--- config.mk ---
export PLATFORM = sky130hd
export DESIGN_NAME = alu_instr_sequencer_flat
export DESIGN_NICKNAME = d
export VERILOG_FILES = /design/src/rtl/tinyalu_pkg.sv /design/src/rtl/alu_instr_sequencer_if.sv /design/src/rtl/instr_fifo.sv /design/src/rtl/alu_instr_sequencer.sv /design/src/flat_wrapper.sv
export SDC_FILE = /design/constraint.sdc
export NUM_CORES = 1
export LEC_CHECK = 0
export ABC_AREA = 0
export ABC_CLOCK_PERIOD_IN_PS = 2400
export CAP_MARGIN = 20
export CELL_PAD_IN_SITES_DETAIL_PLACEMENT = 1
export CELL_PAD_IN_SITES_GLOBAL_PLACEMENT = 1
export CORE_MARGIN = 2
export CORE_UTILIZATION = 41
export CTS_CLUSTER_DIAMETER = 30
export DETAILED_ROUTE_END_ITERATION = 6
export PLACE_DENSITY = 0.73
export REMOVE_ABC_BUFFERS = 1
export SYNTH_ARGS = -nofsm -noshare
export SYNTH_HDL_FRONTEND = slang
export SYNTH_SLANG_ARGS = --single-unit
--- constraint.sdc ---
create_clock -name clk -period 2.4 [get_ports clk]
set_input_delay 0.48 -clock clk [delete_from_list [all_inputs] [get_ports clk]]
set_output_delay 0.48 -clock clk [all_outputs]
set_load 0.005 [all_outputs]
--- src/rtl/tinyalu_pkg.sv ---
`default_nettype none
// ============================================================================
// Module      : tinyalu_pkg
// Description : Shared types for the tinyalu instruction sequencer. Holds the
//               instruction word layout, the ALU operation codes, the
//               sequencer state encoding and op-legality helpers.
// Revision    : 1.0 - initial release
// ============================================================================
package tinyalu_pkg;

    typedef enum logic [2:0] {
        no_op  = 3'b000,
        add_op = 3'b001,
        and_op = 3'b010,
        xor_op = 3'b011,
        mul_op = 3'b100
    } operation_t;

    // The op field stays raw so that codes 101..111 can be carried and reported.
    typedef struct packed {
        logic [2:0] op;
        logic [7:0] A;
        logic [7:0] B;
    } instruction_t;

    typedef enum logic [1:0] {
        IDLE  = 2'd0,
        ISSUE = 2'd1,
        RESP  = 2'd2
    } seq_state_t;

    function automatic logic is_legal_op(input logic [2:0] op);
        return (op <= 3'b100);
    endfunction

    // Legal and not a no_op, i.e. something the ALU actually has to execute.
    function automatic logic is_alu_op(input logic [2:0] op);
        return is_legal_op(op) && (op != no_op);
    endfunction

endpackage
`default_nettype wire

--- src/rtl/alu_instr_sequencer_if.sv ---
`default_nettype none
// ============================================================================
// Module      : alu_instr_sequencer_if
// Description : Bundle of the sequencer's three channels.
//               Instruction in : instr_valid, instr, instr_ready
//               ALU pins       : alu_start, alu_op, alu_A, alu_B,
//                                alu_done, alu_result
//               Response out   : res_valid, res_data, res_op, res_err,
//                                res_ready
//               Status         : busy
//               slave  = sequencer side, master = environment side.
// Revision    : 1.0 - initial release
// ============================================================================
interface alu_instr_sequencer_if;
    import tinyalu_pkg::*;

    logic         instr_valid;
    instruction_t instr;
    logic         instr_ready;

    logic         alu_start;
    logic [2:0]   alu_op;
    logic [7:0]   alu_A;
    logic [7:0]   alu_B;
    logic         alu_done;
    logic [15:0]  alu_result;

    logic         res_valid;
    logic [15:0]  res_data;
    logic [2:0]   res_op;
    logic         res_err;
    logic         res_ready;

    logic         busy;

    modport slave (
        input  instr_valid, instr, alu_done, alu_result, res_ready,
        output instr_ready, alu_start, alu_op, alu_A, alu_B,
               res_valid, res_data, res_op, res_err, busy
    );

    modport master (
        output instr_valid, instr, alu_done, alu_result, res_ready,
        input  instr_ready, alu_start, alu_op, alu_A, alu_B,
               res_valid, res_data, res_op, res_err, busy
    );

endinterface
`default_nettype wire

--- src/rtl/instr_fifo.sv ---
`default_nettype none
// ============================================================================
// Module      : instr_fifo
// Description : Generic synchronous FIFO, DEPTH entries (power of 2) of type T.
//               Ports: clk, reset_n (async, active low), i_push/i_data,
//               i_pop/o_data (head, valid while !o_empty), o_count,
//               o_full, o_empty. Push when full and pop when empty are
//               ignored.
// Revision    : 1.0 - initial release
// ============================================================================
module instr_fifo #(
    parameter int  DEPTH = 4,
    parameter type T     = logic [7:0]
) (
    input  wire logic                   clk,
    input  wire logic                   reset_n,
    input  wire logic                   i_push,
    input  wire T                       i_data,
    input  wire logic                   i_pop,
    output T                            o_data,
    output logic [$clog2(DEPTH):0]      o_count,
    output logic                        o_full,
    output logic                        o_empty
);

    localparam int c_AW = $clog2(DEPTH);

    T                mem_q [DEPTH];
    logic [c_AW-1:0] wr_ptr_q, wr_ptr_d;
    logic [c_AW-1:0] rd_ptr_q, rd_ptr_d;
    logic [c_AW:0]   count_q,  count_d;
    logic            w_push;
    logic            w_pop;

    assign o_full  = (count_q == (c_AW+1)'(DEPTH));
    assign o_empty = (count_q == '0);
    assign w_push  = i_push && !o_full;
    assign w_pop   = i_pop && !o_empty;
    assign o_data  = mem_q[rd_ptr_q];
    assign o_count = count_q;

    // Pointers wrap naturally because DEPTH is a power of 2.
    always_comb begin
        wr_ptr_d = wr_ptr_q;
        rd_ptr_d = rd_ptr_q;
        count_d  = count_q;
        if (w_push) wr_ptr_d = wr_ptr_q + 1'b1;
        if (w_pop)  rd_ptr_d = rd_ptr_q + 1'b1;
        case ({w_push, w_pop})
            2'b10:   count_d = count_q + 1'b1;
            2'b01:   count_d = count_q - 1'b1;
            default: count_d = count_q;
        endcase
    end

    always_ff @(posedge clk or negedge reset_n) begin
        if (!reset_n) begin
            wr_ptr_q <= '0;
            rd_ptr_q <= '0;
            count_q  <= '0;
        end else begin
            wr_ptr_q <= wr_ptr_d;
            rd_ptr_q <= rd_ptr_d;
            count_q  <= count_d;
        end
    end

    // Storage needs no reset: entries are only read after being written.
    always_ff @(posedge clk) begin
        if (w_push) mem_q[wr_ptr_q] <= i_data;
    end

endmodule
`default_nettype wire

--- src/rtl/alu_instr_sequencer.sv ---
`default_nettype none
// ============================================================================
// Module      : alu_instr_sequencer
// Description : Buffers instructions in a FIFO, issues them one at a time to
//               the tinyalu core (start held until done, start low for at
//               least one cycle between operations), handles no_op / illegal
//               ops locally, aborts after TIMEOUT ISSUE cycles without done,
//               and returns each result over a valid/ready response port.
//               Ports: clk, reset_n (async, active low), bus (slave modport:
//               instruction, ALU and response channels plus busy).
// Revision    : 1.0 - initial release
// ============================================================================
module alu_instr_sequencer
    import tinyalu_pkg::*;
#(
    parameter int DEPTH   = 4,
    parameter int TIMEOUT = 15
) (
    input  wire logic            clk,
    input  wire logic            reset_n,
    alu_instr_sequencer_if.slave bus
);

    localparam int c_CW = $clog2(DEPTH) + 1;
    localparam int c_TW = $clog2(TIMEOUT + 1);
    // Counter value seen on the last allowed ISSUE cycle.
    localparam logic [c_TW-1:0] c_TMO_LAST = c_TW'(TIMEOUT - 1);

    seq_state_t      state_q,     state_d;
    logic            alu_start_q, alu_start_d;
    logic [2:0]      alu_op_q,    alu_op_d;
    logic [7:0]      alu_a_q,     alu_a_d;
    logic [7:0]      alu_b_q,     alu_b_d;
    logic            res_valid_q, res_valid_d;
    logic [15:0]     res_data_q,  res_data_d;
    logic [2:0]      res_op_q,    res_op_d;
    logic            res_err_q,   res_err_d;
    logic [c_TW-1:0] tmo_q,       tmo_d;

    instruction_t    w_head;
    logic [c_CW-1:0] w_count;
    logic            w_full;
    logic            w_empty;
    logic            w_pop;

    instr_fifo #(
        .DEPTH (DEPTH),
        .T     (instruction_t)
    ) u_fifo (
        .clk     (clk),
        .reset_n (reset_n),
        .i_push  (bus.instr_valid),
        .i_data  (bus.instr),
        .i_pop   (w_pop),
        .o_data  (w_head),
        .o_count (w_count),
        .o_full  (w_full),
        .o_empty (w_empty)
    );

    always_comb begin
        state_d     = state_q;
        alu_start_d = alu_start_q;
        alu_op_d    = alu_op_q;
        alu_a_d     = alu_a_q;
        alu_b_d     = alu_b_q;
        res_valid_d = res_valid_q;
        res_data_d  = res_data_q;
        res_op_d    = res_op_q;
        res_err_d   = res_err_q;
        tmo_d       = tmo_q;
        w_pop       = 1'b0;

        case (state_q)
            IDLE: begin
                if (w_count != '0) begin
                    w_pop    = 1'b1;
                    res_op_d = w_head.op;
                    if (is_alu_op(w_head.op)) begin
                        alu_op_d    = w_head.op;
                        alu_a_d     = w_head.A;
                        alu_b_d     = w_head.B;
                        alu_start_d = 1'b1;
                        tmo_d       = '0;
                        state_d     = ISSUE;
                    end else begin
                        // Answered locally; the ALU never sees these.
                        res_data_d  = '0;
                        res_err_d   = !is_legal_op(w_head.op);
                        res_valid_d = 1'b1;
                        state_d     = RESP;
                    end
                end
            end
            ISSUE: begin
                // done is tested first so it wins a tie with the timeout.
                if (bus.alu_done) begin
                    res_data_d  = bus.alu_result;
                    res_err_d   = 1'b0;
                    alu_start_d = 1'b0;
                    res_valid_d = 1'b1;
                    state_d     = RESP;
                end else if (tmo_q == c_TMO_LAST) begin
                    res_data_d  = '0;
                    res_err_d   = 1'b1;
                    alu_start_d = 1'b0;
                    res_valid_d = 1'b1;
                    state_d     = RESP;
                end else begin
                    tmo_d = tmo_q + 1'b1;
                end
            end
            RESP: begin
                // Leaving through IDLE gives start its mandatory low cycle.
                if (bus.res_ready) begin
                    res_valid_d = 1'b0;
                    state_d     = IDLE;
                end
            end
            default: begin
                state_d     = IDLE;
                alu_start_d = 1'b0;
                res_valid_d = 1'b0;
            end
        endcase
    end

    always_ff @(posedge clk or negedge reset_n) begin
        if (!reset_n) begin
            state_q     <= IDLE;
            alu_start_q <= 1'b0;
            alu_op_q    <= '0;
            alu_a_q     <= '0;
            alu_b_q     <= '0;
            res_valid_q <= 1'b0;
            res_data_q  <= '0;
            res_op_q    <= '0;
            res_err_q   <= 1'b0;
            tmo_q       <= '0;
        end else begin
            state_q     <= state_d;
            alu_start_q <= alu_start_d;
            alu_op_q    <= alu_op_d;
            alu_a_q     <= alu_a_d;
            alu_b_q     <= alu_b_d;
            res_valid_q <= res_valid_d;
            res_data_q  <= res_data_d;
            res_op_q    <= res_op_d;
            res_err_q   <= res_err_d;
            tmo_q       <= tmo_d;
        end
    end

    assign bus.instr_ready = !w_full;
    assign bus.alu_start   = alu_start_q;
    assign bus.alu_op      = alu_op_q;
    assign bus.alu_A       = alu_a_q;
    assign bus.alu_B       = alu_b_q;
    assign bus.res_valid   = res_valid_q;
    assign bus.res_data    = res_data_q;
    assign bus.res_op      = res_op_q;
    assign bus.res_err     = res_err_q;
    assign bus.busy        = (state_q != IDLE) || !w_empty;

endmodule
`default_nettype wire

--- src/flat_wrapper.sv ---
// flat-port wrapper written by rule: the top's interface ports become plain ports
module alu_instr_sequencer_flat import tinyalu_pkg::*;
#(
    parameter int DEPTH   = 4,
    parameter int TIMEOUT = 15
)
  (clk, reset_n, bus_instr_valid, bus_instr, bus_alu_done, bus_alu_result, bus_res_ready, bus_instr_ready, bus_alu_start, bus_alu_op, bus_alu_A, bus_alu_B, bus_res_valid, bus_res_data, bus_res_op, bus_res_err, bus_busy);
  alu_instr_sequencer_if bus_i ();
  input  wire logic clk;
  input  wire logic reset_n;
  input wire logic [$bits(bus_i.instr_valid)-1:0] bus_instr_valid;
  input wire logic [$bits(bus_i.instr)-1:0] bus_instr;
  input wire logic [$bits(bus_i.alu_done)-1:0] bus_alu_done;
  input wire logic [$bits(bus_i.alu_result)-1:0] bus_alu_result;
  input wire logic [$bits(bus_i.res_ready)-1:0] bus_res_ready;
  output wire logic [$bits(bus_i.instr_ready)-1:0] bus_instr_ready;
  output wire logic [$bits(bus_i.alu_start)-1:0] bus_alu_start;
  output wire logic [$bits(bus_i.alu_op)-1:0] bus_alu_op;
  output wire logic [$bits(bus_i.alu_A)-1:0] bus_alu_A;
  output wire logic [$bits(bus_i.alu_B)-1:0] bus_alu_B;
  output wire logic [$bits(bus_i.res_valid)-1:0] bus_res_valid;
  output wire logic [$bits(bus_i.res_data)-1:0] bus_res_data;
  output wire logic [$bits(bus_i.res_op)-1:0] bus_res_op;
  output wire logic [$bits(bus_i.res_err)-1:0] bus_res_err;
  output wire logic [$bits(bus_i.busy)-1:0] bus_busy;
  assign bus_i.instr_valid = bus_instr_valid;
  assign bus_i.instr = bus_instr;
  assign bus_i.alu_done = bus_alu_done;
  assign bus_i.alu_result = bus_alu_result;
  assign bus_i.res_ready = bus_res_ready;
  assign bus_instr_ready = bus_i.instr_ready;
  assign bus_alu_start = bus_i.alu_start;
  assign bus_alu_op = bus_i.alu_op;
  assign bus_alu_A = bus_i.alu_A;
  assign bus_alu_B = bus_i.alu_B;
  assign bus_res_valid = bus_i.res_valid;
  assign bus_res_data = bus_i.res_data;
  assign bus_res_op = bus_i.res_op;
  assign bus_res_err = bus_i.res_err;
  assign bus_busy = bus_i.busy;
  alu_instr_sequencer #(.DEPTH(DEPTH), .TIMEOUT(TIMEOUT)) u_core (.clk(clk), .reset_n(reset_n), .bus(bus_i));
endmodule
==> load_flow_metrics.sql <==
INSERT INTO impl_metrics (metric_group, metric, value, unit) VALUES
('floorplan', 'die-width', '115.6', 'µm'),
('floorplan', 'number_of_i_o_pins', '83', ''),
('power', 'irDropWorstVdd', '0.0006422', 'V'),
('power', 'power_per_cell_area', '1426', 'mW/mm²'),
('setup_path', 'worstSetupPathType', 'flip-flop to flip-flop', ''),
('global_route', 'grt_antenna_before_repair', '0', ''),
('detailed_routing', 'vias', '2855', ''),
('final_layout', 'post_route_cells_drive_above_1_share', '28.10', '%'),
('placed_design', 'dp_worst_setup_slack', '-125.7', 'ps'),
('final_layout', 'nets', '431', ''),
('sta', 'timing.fmax', '0.4258', 'GHz'),
('sta', 'maxSlewViolCount', '0', ''),
('global_route', 'grt_util_met2', '27.68', '%'),
('final_layout', 'n_antenna_cell', '0', ''),
('synthesis', 'ys_ff_latch', '130', ''),
('synthesis', 'yosysSeqAreaShare', '71.16', '%'),
('sta', 'final_period_minus_worst_setup_slack', '2349', 'ps'),
('global_route', 'globalRouteMet3Util', '7.322', '%'),
('setup_path', 'worstPathRequired', '2700', 'ps'),
('sta', 'final.setup.worst_slack', '51.43', 'ps'),
('clock_network', 'cts_inserted_buffers', '17', ''),
('final_layout', 'number_of_cells_in_the_finished_layout_apart_from_fillers', '563', ''),
('synthesis', 'post_synth_mux_area_share', '13.75', '%'),
('power', 'leakage_power_of_the_design', '2.641', 'nW'),
('sta', 'timing.slew.headroom', '31.41', '%'),
('global_route', 'globalRouteOverflowTotal', '0', ''),
('setup_path', 'critical_path.endpoint_type', 'flip-flop', ''),
('sta', 'hold_violations', '0', ''),
('detailed_routing', 'drt_first_pass_iters', '5', ''),
('sta', 'fin_crit_sh', '97.86', '%'),
('final_layout', 'areaGrowthSynthToFinish', '35.26', '%'),
('setup_path', 'startpoint_class', 'flip-flop', ''),
('synthesis', 'post_synth_inst_count', '268', ''),
('floorplan', 'floorplan.initialDensity', '42.33', '%'),
('global_route', 'first_global_vias', '3067', ''),
('clock_network', 'clk_path_buf_depth', '2', ''),
('synthesis', 'avgSynthCellArea', '19.05', 'µm²'),
('sta', 'setup_viol', '0', ''),
('placed_design', 'placed_cells_incl_taps', '525', ''),
('setup_path', 'timing.critical_path.arrival', '2650', 'ps'),
('floorplan', 'row_count', '40', ''),
('floorplan', 'placeableCoreArea', '0.01206', 'mm²'),
('synthesis', 'yosysUniqueCellTypes', '41', ''),
('power', 'fin_total_pwr', '9.851', 'mW'),
('setup_path', 'worst-path-max-fanout', '6', ''),
('detailed_routing', 'wirelength', '11020', 'µm'),
('status', 'run_status', 'finished clean', ''),
('floorplan', 'design.die.area', '0.01336', 'mm²'),
('synthesis', 'yosys_warnings', '0', ''),
('synthesis', 'yosys.area_share.adder', '2.352', '%'),
('sta', 'pin_slew_with_the_least_headroom_to_its_limit', '1024', 'ps'),
('setup_path', 'cp_slowest_stage_delay', '530', 'ps'),
('sta', 'clock-skew-final', '8.874', 'ps'),
('synthesis', 'largest_family_of_logic_cells_by_synthesized_area', 'multiplexers', ''),
('clock_network', 'cts.sinks', '130', ''),
('detailed_routing', 'via_per_inst', '5.071', ''),
('clock_network', 'htreeDepth', '4', ''),
('clock_network', 'cts.clk_slew.worst_paths', '60', 'ps'),
('placed_design', 'io_buffers', '82', ''),
('floorplan', 'dieHeight', '115.6', 'µm'),
('sta', 'grt_setup_unrepaired', 'yes', ''),
('setup_path', 'timing.critical_path.max_delay_family', 'multiplexers', ''),
('global_route', 'grt_first_pass_wirelength', '16920', 'µm'),
('global_route', 'grt_use_total', '17.59', '%'),
('detailed_routing', 'wl_per_instance', '19.58', 'µm'),
('global_route', 'grt_max_degree', '55', ''),
('detailed_routing', 'drtAntennaViolNets', '0', ''),
('clock_network', 'clockRootBuffer', 'sky130_fd_sc_hd__clkbuf_16', ''),
('min_path', 'holdCritPathClass', 'input port to asynchronous set/reset pin', ''),
('clock_network', 'tritoncts', 'done', ''),
('placed_design', 'detailed_place_hpwl', '6973', 'µm');
[path summary, 6_finish.rpt]
kind | to | slack [ps] | cells after the start | start
worst max-delay path | u_core.bus.alu_A[4] | 50 | 7 | u_core.u_fifo.rd_ptr_q[0]
worst min-delay path | u_core.tmo_q[0] | 60 | 2 | reset_n
worst max register to register | u_core.bus.alu_A[4] | 50 | 7 | u_core.u_fifo.rd_ptr_q[0]
worst min register to register | u_core.bus.res_data[9] | 490 | 1 | u_core.bus.res_data[9]
max in group asynchronous | u_core.u_fifo.rd_ptr_q[0] | 2060 | 2 | reset_n
min in group clk | u_core.bus.res_data[9] | 490 | 1 | u_core.bus.res_data[9]
[cell usage after synthesis, drive strengths merged]
| cell | number | area [µm²] |
|---|---|---|
| a2111oi | 1 | 8.760 |
| a21oi | 5 | 25.02 |
| a22o | 17 | 148.9 |
| a22oi | 2 | 28.78 |
| a31o | 1 | 8.760 |
| and2 | 1 | 6.260 |
| and3 | 4 | 25.02 |
| buf | 9 | 81.32 |
| clkbuf | 1 | 3.750 |
| dfrtp | 54 | 1351 |
| edfxtp | 76 | 2282 |
| fa | 1 | 20.02 |
| ha | 8 | 100.1 |
| inv | 8 | 30.03 |
| mux2 | 24 | 270.3 |
| mux4 | 19 | 431.7 |
| nand2 | 8 | 42.54 |
| nand2b | 1 | 6.260 |
| nand3 | 4 | 20.02 |
| nand3b | 1 | 20.02 |
| nor2 | 4 | 22.52 |
| nor2b | 1 | 6.260 |
| nor3 | 2 | 26.28 |
| nor3b | 3 | 38.79 |
| o21ai | 3 | 15.01 |
| o221ai | 1 | 15.01 |
| o22ai | 1 | 6.260 |
| or2 | 2 | 12.52 |
| xnor2 | 4 | 35.03 |
| xor2 | 2 | 17.52 |
[routing by layer]
metal	vias up	routed length, µm
li1	1268	-
met1	1480	4971
met2	95	5196
met3	12	736
met4	0	118
met5	-	0
[per-stage QoR]
stage	hold slack [ps]	instance area, µm²	setup TNS (ps)
floorplan	184.4	5021	-21540
global placement	483.5	6200	-439.2
detailed placement	481.5	6200	-3106
CTS	68.27	6815	0
global route	68.41	6907	-246.6
finish	55.19	6907	0
[logic make-up after synthesis]
kind of cell             count (synthesis)
flip-flops                             130
multiplexers                            43
AO/OA/AOI/OAI                           31
AND/OR/NAND/NOR                         31
buffers and inverters                   18
adder cells (fa/ha/maj)                  9
XOR/XNOR                                 6
[what timing repair did]
action,CTS,global route
resized for setup,3,5
setup endpoints to repair,35,38
pin swaps,1,1
setup buffers,2,2
hold buffers,0,0
gates cloned,0,2
[state kept, by name, indices dropped and copies added, names as in the netlist]
signal,cells
u_core.bus.res_op,3
u_core.u_fifo.o_count,3
u_core.state_q,2
u_core.bus.alu_B,8
u_core.tmo_q,4
u_core.u_fifo.rd_ptr_q,2
u_core.bus.alu_start,1
u_core.bus.res_valid,1
u_core.bus.alu_op,3
u_core.bus.alu_A,8
u_core.bus.res_err,1
u_core.bus.res_data,16
u_core.u_fifo.mem_q,76
u_core.u_fifo.wr_ptr_q,2
[layout by cell type, fill, tap and decap left out, drive strengths merged, types with 3 or more instances in the layout]
cell type,Yosys,routed
clkdlybuf4s50,0,81
a22o,17,17
bufinv,0,3
nand2,8,8
nand3,4,4
dfrtp,54,54
xnor2,4,4
edfxtp,76,76
and3,4,4
ha,8,8
clkbuf,1,20
a21oi,5,5
o21ai,3,3
nor3b,3,3
nor2,4,4
clkinv,0,8
buf,9,22
mux4,19,19
inv,8,10
mux2,24,24
[layout make-up]
cell class / count / area (µm²)
Clock buffer: 18 / 429.2
Clock inverter: 14 / 162.7
Fill cell: 1113 / 5155
Inverter: 8 / 30.03
Multi-Input combinational cell: 120 / 1384
Sequential cell: 130 / 3635
Tap cell: 168 / 210.2
Timing Repair Buffer: 105 / 1056
[power breakdown]
group | leakage, nW | internal [mW] | total, mW | switching, mW
logic | 0.986 | 2.21 | 3.79 | 1.59
clock network | 0.287 | 1.63 | 2.56 | 0.936
registers | 1.37 | 3.12 | 3.50 | 0.375
Note: power is estimated with default switching activity, not from simulation.
